===== src/rtl/fetch.sv =====
// Instruction fetch stage with a generic shift-register FIFO; FETCH_ALIGN_CHECK_EN adds misaligned-redirect halt.
// Latency: request accepted in cycle t, response in cycle t+k -> instruction_valid in cycle t+k+1.
// Backpressure: requests gated by credits (outstanding + buffered < FIFO_DEPTH); decode_ready holds the head.

module fifo #(
    parameter int               WIDTH     = 64,
    parameter int               DEPTH     = 2,
    parameter logic [WIDTH-1:0] RESET_VAL = '0
) (
    input  logic                       clock,
    input  logic                       reset_n,
    input  logic                       flush,
    input  logic                       push_vld,
    input  logic [WIDTH-1:0]           push_dat,
    input  logic                       pop_vld,
    output logic [WIDTH-1:0]           head_dat,
    output logic [$clog2(DEPTH+1)-1:0] level
);
    localparam int LW = $clog2(DEPTH + 1);

    logic [WIDTH-1:0] mem     [DEPTH];
    logic [WIDTH-1:0] mem_nxt [DEPTH];
    logic             do_push;
    logic             do_pop;
    logic [LW-1:0]    wr_idx;

    assign do_pop   = pop_vld && (level != '0);
    assign do_push  = push_vld && (do_pop || (level != LW'(DEPTH)));
    assign head_dat = mem[0];

    // Entry 0 is always the head, so the output comes straight from a flop.
    always_comb begin
        mem_nxt = mem;
        wr_idx  = do_pop ? level - LW'(1) : level;
        if (do_pop) begin
            for (int i = 0; i < DEPTH - 1; i++) begin
                mem_nxt[i] = mem[i+1];
            end
        end
        if (do_push) begin
            for (int i = 0; i < DEPTH; i++) begin
                if (LW'(i) == wr_idx) begin
                    mem_nxt[i] = push_dat;
                end
            end
        end
    end

    always_ff @(posedge clock or negedge reset_n) begin
        if (!reset_n) begin
            level <= '0;
            for (int i = 0; i < DEPTH; i++) begin
                mem[i] <= RESET_VAL;
            end
        end else if (flush) begin
            level <= '0;
        end else begin
            level <= level + LW'(do_push) - LW'(do_pop);
            mem   <= mem_nxt;
        end
    end
endmodule

module fetch #(
    parameter int                   WORD_SIZE  = 32,
    parameter logic [WORD_SIZE-1:0] RESET_PC   = '0,
    parameter int                   FIFO_DEPTH = 2
) (
    input  logic                 clock,
    input  logic                 reset_n,
    output logic                 imem_req_valid,
    input  logic                 imem_req_ready,
    output logic [WORD_SIZE-1:0] imem_req_addr,
    input  logic                 imem_resp_valid,
    input  logic [WORD_SIZE-1:0] imem_resp_data,
    input  logic                 redirect_valid,
    input  logic [WORD_SIZE-1:0] redirect_pc,
    output logic [WORD_SIZE-1:0] instruction,
    output logic [WORD_SIZE-1:0] instruction_pc,
    output logic                 instruction_valid,
    input  logic                 decode_ready,
    output logic                 fetch_misaligned
);
    localparam int                   CW  = $clog2(FIFO_DEPTH + 1);
    localparam logic [WORD_SIZE-1:0] NOP = WORD_SIZE'(32'h0000_0013);

    typedef struct packed {
        logic [WORD_SIZE-1:0] pc;
        logic [WORD_SIZE-1:0] insn;
    } entry_t;

    typedef enum logic [1:0] {
        IDLE,
        FETCH
`ifdef FETCH_ALIGN_CHECK_EN
        , HALT
`endif
    } state_t;

    state_t               state;
    state_t               state_nxt;
    logic [WORD_SIZE-1:0] pc;
    logic [WORD_SIZE-1:0] resp_pc;
    logic [WORD_SIZE-1:0] redirect_aligned;
    logic [CW-1:0]        outstanding;
    logic [CW-1:0]        drop;
    logic [CW-1:0]        count;
    logic [CW:0]          credit_used;
    logic                 req_vld;
    logic                 req_fire;
    logic                 resp_ok;
    logic                 push_vld;
    logic                 pop_vld;
    entry_t               push_dat;
    entry_t               head_dat;

    assign redirect_aligned = redirect_pc & ~WORD_SIZE'(3);
    assign credit_used      = {1'b0, outstanding} + {1'b0, count};
    assign req_fire         = req_vld && imem_req_ready;
    // A response with nothing outstanding belongs to a request from before reset.
    assign resp_ok          = imem_resp_valid && (outstanding != '0);
    assign push_vld         = resp_ok && (drop == '0) && !redirect_valid;
    assign pop_vld          = instruction_valid && decode_ready;
    assign push_dat         = '{pc: resp_pc, insn: imem_resp_data};

    assign imem_req_valid    = req_vld;
    assign imem_req_addr     = pc;
    assign instruction_valid = (count != '0);
    assign instruction       = instruction_valid ? head_dat.insn : NOP;
    assign instruction_pc    = head_dat.pc;

`ifdef FETCH_ALIGN_CHECK_EN
    logic misaligned_redirect;
    logic misaligned_q;

    assign misaligned_redirect = |redirect_pc[1:0];
    assign fetch_misaligned    = misaligned_q;

    always_ff @(posedge clock or negedge reset_n) begin
        if (!reset_n) begin
            misaligned_q <= 1'b0;
        end else if (redirect_valid) begin
            misaligned_q <= misaligned_redirect;
        end
    end
`else
    assign fetch_misaligned = 1'b0;
`endif

    always_ff @(posedge clock or negedge reset_n) begin
        if (!reset_n) begin
            state <= IDLE;
        end else begin
            state <= state_nxt;
        end
    end

    always_comb begin
        state_nxt = state;
        req_vld   = 1'b0;
        if (state == IDLE) begin
            state_nxt = FETCH;
        end
        if (state == FETCH && !redirect_valid && credit_used < (CW+1)'(FIFO_DEPTH)) begin
            req_vld = 1'b1;
        end
        if (redirect_valid) begin
`ifdef FETCH_ALIGN_CHECK_EN
            state_nxt = misaligned_redirect ? HALT : FETCH;
`else
            state_nxt = FETCH;
`endif
        end
    end

    always_ff @(posedge clock or negedge reset_n) begin
        if (!reset_n) begin
            pc          <= RESET_PC;
            resp_pc     <= RESET_PC;
            outstanding <= '0;
            drop        <= '0;
        end else begin
            outstanding <= outstanding + CW'(req_fire) - CW'(resp_ok);
            if (redirect_valid) begin
                // Everything still in flight belongs to the old stream.
                pc      <= redirect_aligned;
                resp_pc <= redirect_aligned;
                drop    <= outstanding - CW'(resp_ok);
            end else begin
                if (req_fire) begin
                    pc <= pc + WORD_SIZE'(4);
                end
                if (push_vld) begin
                    resp_pc <= resp_pc + WORD_SIZE'(4);
                end
                if (resp_ok && drop != '0) begin
                    drop <= drop - CW'(1);
                end
            end
        end
    end

    fifo #(
        .WIDTH     ($bits(entry_t)),
        .DEPTH     (FIFO_DEPTH),
        .RESET_VAL ({RESET_PC, NOP})
    ) u_fifo (
        .clock    (clock),
        .reset_n  (reset_n),
        .flush    (redirect_valid),
        .push_vld (push_vld),
        .push_dat (push_dat),
        .pop_vld  (pop_vld),
        .head_dat (head_dat),
        .level    (count)
    );
endmodule


===== config.mk =====
export PLATFORM = sky130hd
export DESIGN_NAME = fetch
export DESIGN_NICKNAME = d
export VERILOG_FILES = /design/src/rtl/fetch.sv
export SDC_FILE = /design/constraint.sdc
export NUM_CORES = 1
export LEC_CHECK = 0
export ABC_CLOCK_PERIOD_IN_PS = 4000
export BUFFER_PORTS_ARGS = -buffer_cell sky130_fd_sc_hd__buf_2
export CORE_UTILIZATION = 45
export CTS_BUF_LIST = sky130_fd_sc_hd__clkbuf_8
export DETAILED_ROUTE_END_ITERATION = 12
export PLACE_DENSITY = 0.69
export SYNTH_ARGS = -nofsm -noshare
export SYNTH_HDL_FRONTEND = slang
export SYNTH_SLANG_ARGS = --single-unit

===== constraint.sdc =====
create_clock -name clock -period 4 [get_ports clock]
set_input_delay 1.2 -clock clock [delete_from_list [all_inputs] [get_ports clock]]
set_output_delay 1.2 -clock clock [all_outputs]
set_load 0.03 [all_outputs]

==> run_summary.xml <==
<?xml version="1.0" encoding="UTF-8"?>
<metrics>
  <group name="status">
    <metric name="run_status" unit="">finished, final reports clean</metric>
  </group>
  <group name="clock_network">
    <metric name="cts-resized-gates" unit="">0</metric>
    <metric name="clk_path_buf_depth" unit="">2</metric>
    <metric name="clk_transition_reported_paths" unit="ps">110</metric>
    <metric name="postCtsHoldBufs" unit="">0</metric>
    <metric name="clock_tree.root_cell" unit="">clkbuf_8</metric>
    <metric name="cts_inserted_buffers" unit="">17</metric>
    <metric name="clkLatencyLatePin" unit="ps">480</metric>
    <metric name="post_cts_buffers" unit="">0</metric>
    <metric name="clock_tree.htree_level_count" unit="">4</metric>
    <metric name="cts_sinks" unit="">193</metric>
    <metric name="tritoncts" unit="">yes</metric>
  </group>
  <group name="power">
    <metric name="p_leak" unit="µW">0.00517</metric>
    <metric name="internal_power" unit="µW">4520</metric>
    <metric name="total_power" unit="µW">8110</metric>
    <metric name="swShare" unit="">0.442</metric>
    <metric name="power.switching" unit="µW">3590</metric>
    <metric name="max-vdd-ir-drop" unit="V">0.000356</metric>
    <metric name="power-per-cell-area" unit="nW/µm²">663</metric>
    <metric name="clock_power_share" unit="">0.162</metric>
    <metric name="p_comb_frac" unit="">0.458</metric>
    <metric name="pwr-share-seq" unit="">0.380</metric>
  </group>
  <group name="floorplan">
    <metric name="die_area" unit="µm²">25400</metric>
    <metric name="core_ar" unit="µm²">24300</metric>
    <metric name="dieWidth" unit="µm">159</metric>
    <metric name="pin_count" unit="">169</metric>
    <metric name="initial_core_util" unit="">0.458</metric>
    <metric name="die_height" unit="µm">159</metric>
    <metric name="row_count" unit="">57</metric>
  </group>
  <group name="grt">
    <metric name="first_global_vias" unit="">8753</metric>
    <metric name="number_of_antenna_violations_at_the_first_check_in_global_routing" unit="">0</metric>
    <metric name="grt_use_total" unit="">0.231</metric>
    <metric name="grt-ovfl-total" unit="">0</metric>
    <metric name="grt_max_degree" unit="">132</metric>
    <metric name="grt_first_pass_wirelength" unit="µm">47200</metric>
  </group>
  <group name="min_path">
    <metric name="min_delay_worst_endpoint" unit="">u_fifo.head_dat[33]$_DFFE_PN0N_</metric>
    <metric name="min-delay-path-class" unit="">flip-flop to flip-flop</metric>
    <metric name="min-delay-start" unit="">u_fifo.head_dat[33]$_DFFE_PN0N_</metric>
    <metric name="whs_path_depth" unit="">1</metric>
  </group>
  <group name="timing">
    <metric name="hold_ws" unit="ps">492</metric>
    <metric name="slew-limit-headroom" unit="">0.447</metric>
    <metric name="skew" unit="ps">21.9</metric>
    <metric name="finalSetupViolCount" unit="">0</metric>
    <metric name="rsz0062_at_grt" unit="">false</metric>
    <metric name="slew_viol_final" unit="">0</metric>
    <metric name="timing_worst_slew_pin_value" unit="ps">829</metric>
    <metric name="max_freq" unit="MHz">284</metric>
    <metric name="timing.final.crit_share" unit="">0.880</metric>
    <metric name="totalNegativeSetupSlack" unit="ps">0</metric>
    <metric name="finalHoldViolations" unit="">0</metric>
    <metric name="layout_min_cycle_time" unit="ps">3520</metric>
  </group>
  <group name="finish">
    <metric name="layout.nets" unit="">1228</metric>
    <metric name="design_area" unit="µm²">12200</metric>
    <metric name="area_delta_synth_final" unit="%">9.83</metric>
    <metric name="layout.filler_cells" unit="">2232</metric>
    <metric name="mostFrequentLayoutCell" unit="">dfrtp_1</metric>
    <metric name="proportion_of_layout_cells_with_a_drive_suffix_above_1" unit="">0.373</metric>
    <metric name="utilization" unit="">0.503</metric>
    <metric name="mostFrequentLayoutCells" unit="">187 x dfrtp_1, 161 x buf_2, 87 x nor2_1</metric>
    <metric name="insertedDiodeCount" unit="">0</metric>
  </group>
  <group name="setup_path">
    <metric name="worstPathMaxFanout" unit="">5</metric>
    <metric name="critical-path-slowest-cell" unit="">fa_1</metric>
    <metric name="regToRegSetupSlack" unit="ps">690</metric>
    <metric name="r2r.worst_path.cells" unit="">8</metric>
    <metric name="path_cells" unit="">inv_1 &gt; nor2_1 &gt; fa_1 &gt; nor4b_4 &gt; buf_2</metric>
    <metric name="max_stage_delay_on_crit_path" unit="ps">490</metric>
    <metric name="timing.critical_path.required" unit="ps">2800</metric>
    <metric name="r2r-end" unit="">u_fifo.mem[52]$_DFFE_PN0P_</metric>
    <metric name="critical_path_arrival" unit="ps">2320</metric>
    <metric name="cp-end-kind" unit="">output port</metric>
    <metric name="startpoint_type" unit="">flip-flop</metric>
    <metric name="kind_of_critical_path" unit="">flip-flop to output port</metric>
    <metric name="worst_r2r_startpoint" unit="">u_fifo.level[1]$_DFF_PN0_</metric>
  </group>
  <group name="routing">
    <metric name="post_drt_via_cell_ratio" unit="">5.98</metric>
    <metric name="drtIter0Drc" unit="">677</metric>
    <metric name="post_route_antenna_net_violation_count" unit="">0</metric>
    <metric name="drc" unit="">0</metric>
    <metric name="dr.pass1.iters" unit="">5</metric>
    <metric name="wire_per_inst" unit="µm">19.5</metric>
    <metric name="total_number_of_vias" unit="">8877</metric>
    <metric name="detail_route.wirelength" unit="µm">28900</metric>
  </group>
  <group name="yosys">
    <metric name="synthArstFlopShare" unit="">1.00</metric>
    <metric name="synth_enable_flop_cells" unit="">0</metric>
    <metric name="postSynth.topFlopCell" unit="">dfrtp_1</metric>
    <metric name="yosysWarnings" unit="">0</metric>
    <metric name="syn-instance-count" unit="">1075</metric>
    <metric name="yosys_register_bits" unit="">193</metric>
    <metric name="area_of_the_mapped_netlist" unit="µm²">11100</metric>
    <metric name="synth_cell_type_count" unit="">58</metric>
    <metric name="synth_sequential_area_ratio" unit="">0.434</metric>
    <metric name="synthesis.area_per_instance" unit="µm²">10.4</metric>
  </group>
  <group name="run">
    <metric name="timing.max_cap.violations" unit="">0</metric>
  </group>
  <group name="placed_design">
    <metric name="placedInstanceArea" unit="µm²">11800</metric>
    <metric name="dpl.hpwl" unit="µm">17900</metric>
    <metric name="port_buffers" unit="">163</metric>
    <metric name="gp_congestion" unit="">0.870</metric>
  </group>
</metrics>
[through the flow]
stage	setup slack (ps)	instances
2_1_floorplan	409	1077
3_3_place_gp	521	1452
3_5_place_dp	479	1452
4_1_cts	459	1484
5_1_grt	332	1484
6_report	479	1484
[per-layer routing]
layer / wire length (µm) / global-route usage / up-vias
li1: - / - / 4097
met1: 12600 / 0.308 / 4485
met2: 14200 / 0.383 / 256
met3: 1600 / 0.0445 / 39
met4: 510 / 0.0647 / 0
met5: 0 / 0 / -
[final cells by class]
class                           instances  area [µm²]  share of cell area
Multi-Input combinational cell        734        5460               0.446
Sequential cell                       193        4840               0.396
Timing Repair Buffer                  182        1060              0.0865
Tap cell                              324         405              0.0331
Clock buffer                           18         248              0.0203
Clock inverter                         14         148              0.0121
Inverter                               19        73.8             0.00604
[worst max-delay path by stage]
stage | startpoint | cells past startpoint | slack (ps) | endpoint
6_report | outstanding[0]$_DFF_PN0_ | 5 | 480 | imem_req_valid
5_1_grt | outstanding[0]$_DFF_PN0_ | 5 | 330 | imem_req_valid
4_1_cts | outstanding[0]$_DFF_PN0_ | 5 | 460 | imem_req_valid
3_5_place_dp | decode_ready | 7 | 480 | u_fifo.mem[46]$_DFFE_PN0P_
3_3_place_gp | decode_ready | 7 | 520 | u_fifo.mem[51]$_DFFE_PN0P_
2_1_floorplan | decode_ready | 11 | 410 | u_fifo.head_dat[32]$_DFFE_PN0N_
[Yosys cell counts, drive strengths merged, types with 25 or more instances]
cell / instances / area share
or4: 25 / 0.017
dfrtp: 187 / 0.42
nor2: 88 / 0.030
nor2b: 32 / 0.018
clkbuf: 61 / 0.021
buf: 70 / 0.049
mux2: 73 / 0.074
a211oi: 64 / 0.069
a31oi: 31 / 0.017
a311oi: 67 / 0.053
a21oi: 70 / 0.032
or2: 66 / 0.037
[flip-flops by register name, indices dropped and copies added (netlist names)]
signal,count
u_fifo.level,2
resp_pc,30
u_fifo.mem,62
outstanding,2
drop,2
imem_req_addr,30
u_fifo.head_dat,64
state,1
[critical path, delay by kind of cell (launching register included)]
family,cells,cell delay (ps)
and+or+nand+nor,2,520
DFF,1,470
adders and majority gates,1,490
buffers and inverters,2,370
[power by group through the flow]
stage,Clock [µW],Combinational [µW],Sequential [µW]
2_1_floorplan,0,3010,3040
3_3_place_gp,0,3650,3090
3_5_place_dp,0,3740,3110
4_1_cts,1340,3750,3080
5_1_grt,1420,4020,3180
6_report,1310,3710,3080
[cell families (layout without fill, tap and decap cells)]
family | Yosys count | in the layout | synth area share
AOI/OAI and AO/OA | 281 | 281 | 0.206
muxes | 75 | 75 | 0.0756
DFF | 193 | 193 | 0.434
xor gates and xnor gates | 20 | 20 | 0.0157
adders and majority gates | 11 | 11 | 0.0130
and+or+nand+nor | 343 | 343 | 0.178
buffers and inverters | 150 | 233 | 0.0768
other | 2 | 4 | 0.000674
Note: power is estimated with default switching activity, not from simulation.
